File: src/rtl/uart_mem_ctrl.sv
// rtl/uart_mem_ctrl.sv - arbitrates two CPU memory ports onto the host UART byte link
// One transaction at a time: request packet out through the send FIFO, read data back from the receive FIFO.
module uart_mem_ctrl #(
  parameter int unsigned TIMEOUT = 1000000
) (
  input  logic        clk,
  input  logic        rst,
  input  logic        p0_req,
  input  logic        p0_we,
  input  logic [31:0] p0_addr,
  input  logic [31:0] p0_wdata,
  input  logic [1:0]  p0_size,
  output logic        p0_done,
  output logic [31:0] p0_rdata,
  output logic        p0_err,
  input  logic        p1_req,
  input  logic        p1_we,
  input  logic [31:0] p1_addr,
  input  logic [31:0] p1_wdata,
  input  logic [1:0]  p1_size,
  output logic        p1_done,
  output logic [31:0] p1_rdata,
  output logic        p1_err,
  input  logic        send_able,
  output logic        send_flag,
  output logic [7:0]  send_data,
  input  logic        recv_able,
  output logic        recv_flag,
  input  logic [7:0]  recv_data
);

  typedef enum logic [2:0] {S_IDLE, S_HEADER, S_ADDR, S_WDATA, S_RDATA, S_DONE} state_t;

  localparam logic [31:0] TMO_LAST = 32'(TIMEOUT - 1);

  state_t      state_q, state_d;
  logic        rr_pref_q, rr_pref_d;
  logic        port_q, port_d;
  logic        we_q, we_d;
  logic [31:0] addr_q, addr_d;
  logic [31:0] wdata_q, wdata_d;
  logic [1:0]  size_q, size_d;
  logic [1:0]  byte_cnt_q, byte_cnt_d;
  logic [31:0] tmo_q, tmo_d;
  logic [31:0] acc_q, acc_d;
  logic [31:0] p0_rdata_q, p0_rdata_d, p1_rdata_q, p1_rdata_d;
  logic        p0_err_q, p0_err_d, p1_err_q, p1_err_d;
  logic        gnt;
  logic        tmo_hit;
  logic        last_byte;
  logic [7:0]  header;

  // Size 11 is carried on the wire as 10 (both mean 4 bytes).
  assign header    = {we_q, 4'b0000, port_q, size_q[1], size_q[1] ? 1'b0 : size_q[0]};
  assign last_byte = (size_q == 2'b00) ? 1'b1 :
                     (size_q == 2'b01) ? byte_cnt_q[0] : (byte_cnt_q == 2'b11);

  assign p0_done  = (state_q == S_DONE) && !port_q;
  assign p1_done  = (state_q == S_DONE) && port_q;
  assign p0_rdata = p0_rdata_q;
  assign p1_rdata = p1_rdata_q;
  assign p0_err   = p0_err_q;
  assign p1_err   = p1_err_q;

  always_comb begin
    state_d    = state_q;
    rr_pref_d  = rr_pref_q;
    port_d     = port_q;
    we_d       = we_q;
    addr_d     = addr_q;
    wdata_d    = wdata_q;
    size_d     = size_q;
    byte_cnt_d = byte_cnt_q;
    tmo_d      = tmo_q;
    acc_d      = acc_q;
    p0_rdata_d = p0_rdata_q;
    p1_rdata_d = p1_rdata_q;
    p0_err_d   = p0_err_q;
    p1_err_d   = p1_err_q;
    send_flag  = 1'b0;
    send_data  = 8'h00;
    recv_flag  = 1'b0;
    gnt        = 1'b0;
    tmo_hit    = 1'b0;

    case (state_q)
      S_IDLE: begin
        gnt = (p0_req && p1_req) ? rr_pref_q : !p0_req;
        if (p0_req || p1_req) begin
          port_d     = gnt;
          rr_pref_d  = !gnt;
          we_d       = gnt ? p1_we    : p0_we;
          addr_d     = gnt ? p1_addr  : p0_addr;
          wdata_d    = gnt ? p1_wdata : p0_wdata;
          size_d     = gnt ? p1_size  : p0_size;
          byte_cnt_d = 2'd0;
          tmo_d      = 32'd0;
          acc_d      = 32'd0;
          state_d    = S_HEADER;
        end else begin
          recv_flag = recv_able;
        end
      end
      S_HEADER: begin
        send_flag = send_able;
        send_data = header;
        if (send_able) begin
          byte_cnt_d = 2'd0;
          state_d    = S_ADDR;
        end
      end
      S_ADDR: begin
        send_flag = send_able;
        send_data = addr_q[{byte_cnt_q, 3'b000} +: 8];
        if (send_able) begin
          byte_cnt_d = byte_cnt_q + 2'd1;
          if (byte_cnt_q == 2'b11) state_d = we_q ? S_WDATA : S_RDATA;
        end
      end
      S_WDATA: begin
        send_flag = send_able;
        send_data = wdata_q[{byte_cnt_q, 3'b000} +: 8];
        if (send_able) begin
          byte_cnt_d = byte_cnt_q + 2'd1;
          if (last_byte) state_d = S_DONE;
        end
      end
      S_RDATA: begin
        recv_flag = recv_able;
        if (recv_able) begin
          acc_d[{byte_cnt_q, 3'b000} +: 8] = recv_data;
          tmo_d      = 32'd0;
          byte_cnt_d = byte_cnt_q + 2'd1;
          if (last_byte) state_d = S_DONE;
        end else begin
          tmo_d = tmo_q + 32'd1;
          if ((TIMEOUT != 0) && (tmo_q == TMO_LAST)) begin
            tmo_hit = 1'b1;
            state_d = S_DONE;
          end
        end
      end
      S_DONE: state_d = S_IDLE;
      default: state_d = S_IDLE;
    endcase

    // Results land in the granted port's registers as DONE is entered, so they are valid with done.
    if ((state_d == S_DONE) && (state_q != S_DONE)) begin
      if (port_q) begin
        p1_rdata_d = acc_d;
        p1_err_d   = tmo_hit;
      end else begin
        p0_rdata_d = acc_d;
        p0_err_d   = tmo_hit;
      end
    end
  end

  always_ff @(posedge clk or negedge rst) begin
    if (!rst) begin
      state_q    <= S_IDLE;
      rr_pref_q  <= 1'b0;
      port_q     <= 1'b0;
      we_q       <= 1'b0;
      addr_q     <= 32'd0;
      wdata_q    <= 32'd0;
      size_q     <= 2'd0;
      byte_cnt_q <= 2'd0;
      tmo_q      <= 32'd0;
      acc_q      <= 32'd0;
      p0_rdata_q <= 32'd0;
      p1_rdata_q <= 32'd0;
      p0_err_q   <= 1'b0;
      p1_err_q   <= 1'b0;
    end else begin
      state_q    <= state_d;
      rr_pref_q  <= rr_pref_d;
      port_q     <= port_d;
      we_q       <= we_d;
      addr_q     <= addr_d;
      wdata_q    <= wdata_d;
      size_q     <= size_d;
      byte_cnt_q <= byte_cnt_d;
      tmo_q      <= tmo_d;
      acc_q      <= acc_d;
      p0_rdata_q <= p0_rdata_d;
      p1_rdata_q <= p1_rdata_d;
      p0_err_q   <= p0_err_d;
      p1_err_q   <= p1_err_d;
    end
  end

endmodule
File: config.mk
export PLATFORM = sky130hd
export DESIGN_NAME = uart_mem_ctrl
export DESIGN_NICKNAME = d
export VERILOG_FILES = /design/src/rtl/uart_mem_ctrl.sv
export SDC_FILE = /design/constraint.sdc
export NUM_CORES = 1
export LEC_CHECK = 0
export BUFFER_PORTS_ARGS = -buffer_cell sky130_fd_sc_hd__buf_4
export CAP_MARGIN = 20
export CORE_MARGIN = 3
export CORE_UTILIZATION = 25
export CTS_BUF_LIST = sky130_fd_sc_hd__clkbuf_4 sky130_fd_sc_hd__clkbuf_8
export DETAILED_ROUTE_END_ITERATION = 16
export PLACE_DENSITY_LB_ADDON = 0.3
export SLEW_MARGIN = 20
export SYNTH_ARGS = -nofsm -noshare
export SYNTH_HDL_FRONTEND = slang
export SYNTH_SLANG_ARGS = --single-unit
File: constraint.sdc
create_clock -name clk -period 5.1 [get_ports clk]
set_input_delay 0.51 -clock clk [delete_from_list [all_inputs] [get_ports clk]]
set_output_delay 0.51 -clock clk [all_outputs]
set_load 0.005 [all_outputs]
==> impl_metrics.csv <==
group,metric,value,unit
run_status,status,"finished with violations",
run_status,violations,"negative hold slack",
detailed_routing,wl,30900,µm
global_route,first_global_vias,7699,
synth,synth_edf_count,0,
timing,setup_viol_count_final,0,
flow_run,max_cap_violations,0,
clock_network,htree_levels,2,
synth,ys_seq_elements,204,
layout,layout_common_cells,"234 x buf_4, 204 x dfrtp_1, 72 x and3_1, 67 x a221o_1, 63 x nand2_1",
floorplanning,core_area,37900,µm²
pwr,total_power,5.78,mW
detailed_routing,vias,7527,
layout,final_common_cell,"buf_4",
synth,yosysWarnings,0,
setup_path,path_class,"register to output pin",
timing,slew_violations,0,
clock_network,tritoncts,"built",
timing,fin_setup_tns,0,ns
timing,period_share,0.752,
synth,synthArstFlopShare,1.00,
clock_network,cts_sinks,204,
setup_path,critical_path_arrival,3.33,ns
setup_path,path_max_fanout,21,
global_route,antenna_found_initial,0,
setup_path,path_buf_inv,1,
place,io_buffer_count,225,
detailed_routing,vias_per_cell,4.88,
clock_network,cts_setup_buffers,0,
layout,insertedDiodeCount,0,
layout,drive_gt1_frac,0.379,
place,dp_hpwl,21100,µm
clock_network,cts_inserted_buffers,39,
floorplanning,die_x,203,µm
clock_network,cts.repair.resized,0,
clock_network,clock_latency,0.57,ns
floorplanning,io_pins,226,
synth,synth_area_leaders,"dfrtp_1 53%, mux2_4 9.3%, a221o_1 6.9%",
timing,fin_skew,0.0264,ns
place,globalplace.congestion,0.761,
floorplanning,die_y,203,µm
layout,area_growth,31.0,%
floorplanning,start_util,0.255,
setup_path,slowest_stage,"dfrtp_1",
setup_path,cpPeakStageDelay,0.75,ns
synth,syn_nets,939,
pwr,p_per_area,456,nW/µm²
detailed_routing,drt_pass1_iterations,5,
synth,synthDistinctLibCells,60,
detailed_routing,wl_per_cell,20.1,µm
synth,seq_area_frac_synth,0.527,
timing,worst_slew_pin_slew,1.11,ns
timing,max_freq,261,MHz
pwr,p_leak,6.28,nW
global_route,gr-total-overflow,0,
clock_network,root_buffer,"clkbuf_8",
detailed_routing,ant_nets,0,
timing,fin_ws,1.26,ns
setup_path,cp-start-kind,"register",
clock_network,holdBufCountCts,0,
setup_path,cp.required,4.59,ns
floorplanning,fp-row-count,71,
layout,nNetsFinal,1159,
synth,ys.flop_type,"dfrtp_1",
timing,fin_hold_ws,-0.0113,ns
pwr,peakVddDrop,0.000228,V
timing,min_period,3.84,ns
setup_path,crit_family,"simple AND/OR/NAND/NOR gates",
timing,rsz0062_at_grt,"false",
floorplanning,die_area,41100,µm²
place,dpl_worst_slack,1.51,ns
synth,synth_area_per_cell,12.3,µm²
synth,netlist.area_leader.share,0.527,
clock_network,clk_pin_slew,0.06,ns
hold_path,hp-class,"input port to asynchronous set/reset pin",
detailed_routing,drc,0,
global_route,grt_usage,0.148,
setup_path,path_cells,"nand2b_1 > or2_2 > mux4_2 > a22oi_1 > nand2_1 > buf_4",
global_route,grt_max_degree,113,
setup_path,worstSetupEndpointType,"output pin",
synth,yosysTopAreaCell,"dfrtp_1",
synth,syn_area,9690,µm²
layout,fin_util,0.334,
clock_network,cts_buffer_depth,3,
synth,syn_inst,785,
timing,slew_headroom,0.251,
global_route,grt_pass1_wl,47200,µm
timing,hold_viol,3,
detailed_routing,drt_iter0_drc,455,
-- logic make-up (layout without fill, tap and decap cells) --
kind of cell | count (synthesis) | in the layout | share of synthesized area
buffers and inverters | 66 | 311 | 0.0307
AOI/OAI and AO/OA | 185 | 185 | 0.157
and+or+nand+nor | 239 | 239 | 0.138
xor gates and xnor gates | 2 | 2 | 0.00181
adders and majority gates | 6 | 6 | 0.00775
DFF | 204 | 204 | 0.527
muxes | 83 | 83 | 0.138
-- power by group --
part           total [mW]  leakage, nW  switching (mW)  internal [mW]
clock                1.74        0.435           0.731           1.01
combinational        1.78         3.11           0.896          0.882
sequential           2.27         2.73           0.339           1.93
-- area by class of cell --
class | count | area [µm²]
Sequential cell | 204 | 5100
Tap cell | 511 | 639
Multi-Input combinational cell | 515 | 4310
Fill cell | 3804 | 25200
Timing Repair Buffer | 235 | 1770
Clock inverter | 10 | 109
Inverter | 10 | 37.5
Clock buffer | 56 | 721
-- metrics by stage --
stage,area (µm²),hold slack [ns],cells
after floorplan,9690,0.214,785
after global placement,11900,0.461,1475
after detailed placement,11900,0.471,1475
after CTS,12700,0.0557,1541
after global routing,12700,0.0643,1541
final,12700,-0.0113,1541
-- final timing paths --
kind | depth (start not counted) | from | slack (ns) | to
max reg2reg | 7 | state_q[2] | 1.66 | p1_rdata[0]
max in group asynchronous | 2 | rst | 3.86 | tmo_q[24]
min in group clk | 2 | p0_wdata[8] | 0.16 | wdata_q[8]
min | 1 | rst | -0.01 | wdata_q[4]
min reg2reg | 1 | rr_pref_q | 0.48 | rr_pref_q
max | 6 | state_q[2] | 1.26 | send_data[2]
-- cell usage after synthesis (2+ instances only) --
master / count
nand3b_1: 2
nand4b_1: 2
or2_1: 2
dfrtp_1: 204
nand4_1: 12
nor2_1: 17
a41oi_1: 2
a31oi_1: 3
buf_1: 2
o31ai_1: 3
and3_1: 72
or4_1: 6
o211ai_4: 2
mux2_1: 5
nor4b_1: 3
a21oi_1: 21
buf_2: 4
a22oi_1: 5
o21ai_1: 27
inv_1: 9
mux2i_1: 2
nand2_1: 65
and4_1: 2
o221ai_1: 3
nand3_1: 17
nor4_1: 7
mux4_2: 16
nor3b_1: 5
ha_1: 6
buf_6: 6
nor3_1: 11
clkbuf_1: 44
a221o_1: 67
nand2b_1: 4
a22o_1: 33
o211ai_1: 8
mux2_4: 60
or3_1: 4
-- state kept, by name, summed over array words and instances (netlist names) --
name,flops
we_q,1
p1_rdata,32
p0_rdata,32
p1_err,1
tmo_q,32
byte_cnt_q,2
port_q,1
size_q,2
state_q,3
acc_q,32
p0_err,1
addr_q,32
rr_pref_q,1
wdata_q,32
-- per-layer routing --
layer / vias up / track usage / share of wire
met2: 285 / 0.233 / 0.47
li1: 3480 / - / -
met3: 39 / 0.0439 / 0.081
met5: - / 0 / 0
met4: 0 / 0.0445 / 0.021
met1: 3723 / 0.196 / 0.43
(Power assumes the default switching activity.)
